`config.mk`:
```
export PLATFORM = sky130hd
export DESIGN_NAME = cl_wr_packer
export DESIGN_NICKNAME = d
export VERILOG_FILES = /design/src/rtl/cl_wr_packer.sv
export SDC_FILE = /design/constraint.sdc
export NUM_CORES = 2
export LEC_CHECK = 0
export ABC_AREA = 1
export CORE_MARGIN = 5
export CORE_UTILIZATION = 53
export CTS_BUF_LIST = sky130_fd_sc_hd__clkbuf_8
export DETAILED_ROUTE_END_ITERATION = 10
export PLACE_DENSITY = 0.75
export REMOVE_ABC_BUFFERS = 1
export SKIP_CTS_REPAIR_TIMING = 1
export SYNTH_ARGS = -nofsm -noshare
export SYNTH_HDL_FRONTEND = slang
export SYNTH_SLANG_ARGS = --single-unit
```
`constraint.sdc`:
```
create_clock -name clk -period 2.7 [get_ports clk]
set_input_delay 0.54 -clock clk [delete_from_list [all_inputs] [get_ports clk]]
set_output_delay 0.54 -clock clk [all_outputs]
set_load 0.1 [all_outputs]
```
`src/rtl/cl_wr_packer.sv`:
```
// Packs WPL consecutive memory words into one cache line and pushes each line
// to the DMA write channel; writes exactly num_lines lines per start.
//
// state  | meaning
// IDLE   | waiting for start after reset
// REQ    | issuing one memory read (mem_en pulse)
// WAIT   | waiting for mem_valid, capturing word k
// PUSH   | line complete, writing it when the DMA FIFO has room
// DONE   | transfer finished, done held, new start accepted
module cl_wr_packer #(
    parameter int CL_WIDTH   = 512,
    parameter int WORD_WIDTH = 32,
    parameter int ADDR_WIDTH = 28,
    parameter int SIZE_WIDTH = 43
) (
    input  logic                  clk,
    input  logic                  rst,
    input  logic                  start,
    input  logic [SIZE_WIDTH-1:0] num_lines,
    input  logic [ADDR_WIDTH-1:0] base_addr,
    output logic                  mem_en,
    output logic [ADDR_WIDTH-1:0] mem_addr,
    input  logic [WORD_WIDTH-1:0] mem_rd_data,
    input  logic                  mem_valid,
    input  logic                  wr_full,
    output logic                  wr_en,
    output logic [CL_WIDTH-1:0]   wr_data,
    output logic                  busy,
    output logic                  done
);

    localparam int WPL = CL_WIDTH / WORD_WIDTH;
    localparam int KW  = (WPL > 1) ? $clog2(WPL) : 1;

    localparam logic [2:0] S_IDLE = 3'd0;
    localparam logic [2:0] S_REQ  = 3'd1;
    localparam logic [2:0] S_WAIT = 3'd2;
    localparam logic [2:0] S_PUSH = 3'd3;
    localparam logic [2:0] S_DONE = 3'd4;

    logic [2:0]            state;
    logic [KW-1:0]         word_cnt;
    logic [SIZE_WIDTH-1:0] line_cnt;
    logic [SIZE_WIDTH-1:0] num_q;
    logic [ADDR_WIDTH-1:0] addr_q;
    logic [CL_WIDTH-1:0]   line_buf;
    logic [CL_WIDTH-1:0]   line_next;
    logic [CL_WIDTH-1:0]   wr_data_q;
    logic                  last_word;
    logic                  push;

    always_comb begin
        line_next = line_buf;
        line_next[word_cnt*WORD_WIDTH +: WORD_WIDTH] = mem_rd_data;
    end

    assign last_word = (word_cnt == KW'(WPL - 1));
    assign push      = (state == S_PUSH) && !wr_full;

    assign mem_en   = (state == S_REQ);
    assign mem_addr = addr_q;
    assign wr_en    = push;
    assign wr_data  = wr_data_q;
    assign busy     = (state == S_REQ) || (state == S_WAIT) || (state == S_PUSH);
    assign done     = (state == S_DONE);

    always_ff @(posedge clk) begin
        if (rst) begin
            state     <= S_IDLE;
            word_cnt  <= '0;
            line_cnt  <= '0;
            num_q     <= '0;
            addr_q    <= '0;
            line_buf  <= '0;
            wr_data_q <= '0;
        end else begin
            case (state)
                S_IDLE, S_DONE: begin
                    if (start) begin
                        num_q    <= num_lines;
                        addr_q   <= base_addr;
                        word_cnt <= '0;
                        line_cnt <= '0;
                        state    <= (num_lines == '0) ? S_DONE : S_REQ;
                    end
                end
                S_REQ: begin
                    // addr_q always points at the next word to request; wraps silently
                    addr_q <= addr_q + ADDR_WIDTH'(1);
                    state  <= S_WAIT;
                end
                S_WAIT: begin
                    if (mem_valid) begin
                        line_buf <= line_next;
                        word_cnt <= word_cnt + KW'(1);
                        if (last_word) begin
                            // separate output register keeps wr_data stable while the next line fills
                            wr_data_q <= line_next;
                            state     <= S_PUSH;
                        end else begin
                            state <= S_REQ;
                        end
                    end
                end
                S_PUSH: begin
                    if (!wr_full) begin
                        line_cnt <= line_cnt + SIZE_WIDTH'(1);
                        word_cnt <= '0;
                        state    <= (line_cnt + SIZE_WIDTH'(1) == num_q) ? S_DONE : S_REQ;
                    end
                end
                default: state <= S_IDLE;
            endcase
        end
    end

endmodule

```
# == Yosys cells after proc, flatten, opt, wreduce, memory -nomap -nowiden ==
# Index checks and enable logic that the tools add are counted.
# word_totals
ff_bits,1145
in_bits,108
out_inout_bits,544
elab_cells,56
# classes
add_sub_neg,4
n_eq_ne,9
n_shift,2
n_mux,17
reduce_logical,17
# ops
cell,n
512-bit bitwise mux,1
32-bit by 34-bit variable shift with 512-bit output (first input constant),1
32-bit by 34-bit variable part select with 512-bit output,1
43-bit 2-to-1 mux,2
43-bit one-hot mux with 2 select lines,1
28-bit one-hot mux with 2 select lines,1
43-bit by 1-bit adder with 43-bit output (second input constant),1
43-bit == test,1
43-bit zero test,1
9-bit negator with 34-bit output,1
28-bit by 1-bit adder with 28-bit output (second input constant),1
28-bit 2-to-1 mux,1
3-bit 2-to-1 mux,5
4-bit 2-to-1 mux,3
3-bit one-hot mux with 4 select lines,1
4-bit one-hot mux with 3 select lines,1
3-bit AND reduction,3
3-bit by 2-bit == test with 1-bit output (second input constant),2
2-bit inequality test (second input constant),3
2-bit AND reduction,3
4-bit by 1-bit adder with 4-bit output (second input constant),1
4-bit == test (second input constant),1
4-bit AND reduction,1
2-bit nonzero test,2
other kinds (9),10

# == Longest topological paths before layout ==
# logic_depth
word_depth,5
mapped_depth,20

# == Worst setup path after synthesis ==
# OpenSTA, ideal clock, no wires.
# synth_timing
path_type,register to register
from,"register addr_q[0], in the netlist mem_addr[0]"
to,"register addr_q[22], in the netlist mem_addr[22]"
setup_time_ns,0.128
arrival_ns,2.687
required_ns,2.572
slack_ns,-0.115
stages_incl_launch_ff,12
cell_sequence,dfxtp_1 -> ha_1 -> nand3_1 -> nor2_1 -> nand2_1 -> nor2_1 -> nand2_1 -> nor2_1 -> nand4_1 -> xor2_1 -> a221oi_1 -> nor2_1
# synth_between
elab_chain_len,2
# synth_lines
element,line,rtl
"start, declared",45,logic [ADDR_WIDTH-1:0] addr_q;
"start signal, assigned",81,addr_q <= base_addr;
"start signal, assigned",89,addr_q <= addr_q + ADDR_WIDTH'(1);
28-bit by 1-bit adder with 28-bit output,89,
28-bit one-hot mux with 2 select lines,77,case (state)
# Every way passes these cells.
# A chain may end at the register's enable or synchronous reset.

# == Final worst setup path ==
# layout_timing
from,register state[0]
to,output port done
# layout_between
elab_chain_len,1
# layout_lines
element,line,rtl
"start, declared",41,logic [2:0] state;
"start signal, assigned",84,state <= (num_lines == '0) ? S_DONE : S_REQ;
"start signal, assigned",109,state <= (line_cnt + SIZE_WIDTH'(1) == num_q) ? S_DONE : S_REQ;
3-bit == test,65,assign done = (state == S_DONE);
"end, declared",29,output logic done
# Every way passes these cells.

==> summary.md <==
| Metric | Value |
|---|---|
| CP Launch Type | `flip-flop` |
| First-pass GRT wire length | `~260000 µm` |
| Die ar. | `~110000 µm²` |
| Total track usage | `a little under a third` |
| Crit-path max cell delay | `0.35 ns` |
| Distinct cells, synth | `approximately 40` |
| Layout area overhead | `20.2%` |
| Initial Util | `53.2%` |
| CP max-delay cell | `dfxtp_2` |
| Fin crit share | `95.7%` |
| Slew HR | `between 30% and 40%` |
| CP Capture Type | `output pin` |
| GRT Residual Overflow | `0` |
| Post-DP HPWL | `roughly 120000 µm` |
| Crit Path Max Fanout | `4` |
| Antenna Nets Post-Route | `0` |
| Placed instance count | `9875` |
| Via count | `52.6k` |
| Routed wire length | `approximately 170000 µm` |
| CP Buf/Inv Count | `2` |
| Slew @ Worst Pin | `0.912 ns` |
| RSZ-0062 raised after global routing | `yes` |
| Net count, final | `~9k` |
| Mapped Cells | `8177` |
| Clk_skew | `about 0.04 ns` |
| Largest net degree at the start of global routing | `150` |
| Root buf cell | `clkbuf_8` |
| Hold_ws | `between 0.05 and 0.06 ns` |
| Sequential area share after synthesis | `between 40 and 50%` |
| Share of layout cells above drive strength 1 | `12.5%` |
| Clock slew at reported path FFs | `about 0.06 ns` |
| Slew Limit Fails | `0` |
| TritonCTS Sinks | `approximately 1.1k` |
| Setup violators final | `0` |
| Top delay family on crit path | `buffers and inverters` |
| # port buffers | `651` |
| Final hold vios | `0` |
| Die Span X | `between 300 and 400 µm` |
| TritonRoute pass-1 iters | `6` |
| I/O pins | `around 650` |
| Static Leak | `32.9 nW` |
| Routed vias/inst | `around 5.1` |
| Max Buffers Root-to-Sink | `3` |
| Layout Cells excl Fill | `around 10k` |
| Drt initial violations | `roughly 4.6k` |
| CORE AREA | `about 100000 µm²` |
| CP arrival | `just over 2 ns` |
| Routed len/inst | `around 17 µm` |
| CTS tree | `built` |
| Yosys reg bits | `around 1.1k` |
| Power Dens Cells | `about 620 nW/µm²` |
| Min-Delay Path Class | `input pin to flip-flop` |
| Later-pin clock latency in the skew report | `0.88 ns` |
| Syn_area_per_cell | `~6.6 µm²` |
| Fmax | `just under 400 MHz` |
| Max Cap Viol | `0` |
| CP Class | `flip-flop to output pin` |
| Synth Warn # | `0` |
| Residual DRC | `0` |
| Minimum clock period | `around 2.6 ns` |
| FP Rows | `117` |
| CP required | `around 2.2 ns` |
| Crit-path cells | `nor2_2, inv_1, nor2_1, buf_4` |
| Number of global-route vias before repair | `roughly 47k` |
| Depth of the CTS H-tree | `4` |
| Chip Height | `between 300 and 400 µm` |
| Peak VDD IR | `roughly 0.48 mV` |
| Initial antenna violation count | `12` |
| Routability Congestion | `between 0.9 and 1` |
| Clock buffer count from CTS | `190` |
| Status | `finished, final reports clean` |
| Power consumption | `between 40 and 50 mW` |
| Synthesized area | `~54000 µm²` |
==> kinds of logic (layout without fill, tap and decap cells) <==
group	count (synthesis)	in the layout	share of synthesized area, %
buf+inv	2709	3389	19.3
compound gates	2705	2705	25.3
simple gates	1586	1586	12.3
flops	1145	1145	42.5
xor+xnor	25	25	0.420
fa+ha+maj	7	7	0.162
other cells	0	8	0
==> routing by layer <==
layer / track usage (%) / vias to the layer above / share of wire [%]
met2: 49.8 / 1807 / 46
met5: 0 / - / 0.034
met3: 6.28 / 370 / 7.7
met1: 40.3 / 24000 / 42
li1: - / 26400 / -
met4: 13.4 / 8 / 4.5
==> cell usage after synthesis <==
library cell	instances	area (µm²)
nor2_2	24	150
nand2_2	10	62.6
nand4_1	38	238
a221oi_1	4	35.0
xor2_1	19	166
buf_6	1	11.3
dfxtp_1	1145	22900
nand2_4	1	11.3
clkbuf_1	272	1020
a311oi_1	1	8.76
ha_1	7	87.6
inv_1	2191	8220
o21ai_1	865	4330
nor3_1	79	395
xnor2_2	1	16.3
nor2_8	1	20.0
o221ai_1	3	26.3
a21oi_1	1077	5390
o21bai_2	1	11.3
buf_2	117	586
a31oi_1	13	81.3
o41ai_1	1	8.76
nor2_4	16	180
clkinv_1	3	11.3
buf_4	20	150
nand2_1	899	3370
nand3_1	144	721
inv_2	10	37.5
nor4_1	10	62.6
buf_1	94	353
or2_2	2	12.5
a211oi_1	4	30.0
o21bai_1	9	67.6
a21oi_2	2	17.5
xnor2_1	5	43.8
nor2_1	346	1300
nand3_2	2	20.0
nor3_2	3	30.0
o21ai_0	725	3630
inv_4	1	6.26
nand3b_1	11	82.6
==> worst min-delay path: cells and delay by family <==
kind                   cells  cell delay, ns
AO/OA/AOI/OAI              2            0.12
buffers and inverters      2            0.21
==> metrics by stage <==
step                area [µm²]  setup TNS [ns]  util (%)  setup WS [ns]
floorplan                51800               -         -         -13.99
global placement         60900         -0.0827      60.0        -0.0827
detailed placement       60900         -0.0620      60.0        -0.0620
CTS                      64700          -0.233      63.7         -0.104
global route             64800         -0.0241      63.9        -0.0160
finish                   64800               0      63.9          0.117
==> power breakdown <==
part	internal, mW	switching [mW]	total, mW
Combinational	1.99	5.25	7.23
Sequential	17.6	0.354	18.0
Clock	8.02	7.17	15.2
==> area by class of cell <==
class                           count  area [µm²]
Timing Repair Buffer              841        7340
Sequential cell                  1145       22900
Clock buffer                      235        3230
Antenna cell                        8        20.0
Multi-Input combinational cell   4323       20800
Tap cell                         1368        1710
Clock inverter                    108         538
Fill cell                        9340       36600
Inverter                         2205        8290
==> layout by cell type (no fill, tap or decap), types with 143 or more instances in the layout <==
| cell | count |
|---|---|
| nand3_1 | 143 |
| a21oi_1 | 1077 |
| clkbuf_8 | 235 |
| nand2_1 | 896 |
| nor2_1 | 335 |
| inv_1 | 2266 |
| o21ai_0 | 725 |
| o21ai_1 | 865 |
| dfxtp_1 | 1136 |
| buf_4 | 674 |
==> final timing paths <==
check	from	endpoint	slack [ns]	depth (start not counted)
hold reg to reg	num_q[5]	num_q[5]	0.47	2
hold / removal	rst	wr_data[152]	0.05	4
setup / recovery	state[0]	done	0.12	4
setup reg to reg	word_cnt[2]	line_buf[51]	0.16	9
==> flip-flops by register name, indices dropped and copies added, names as in the netlist <==
register	cells
num_q	43
state	3
mem_addr	28
line_cnt	43
line_buf	512
wr_data	512
word_cnt	4
Power figures use the tool's default switching activity.
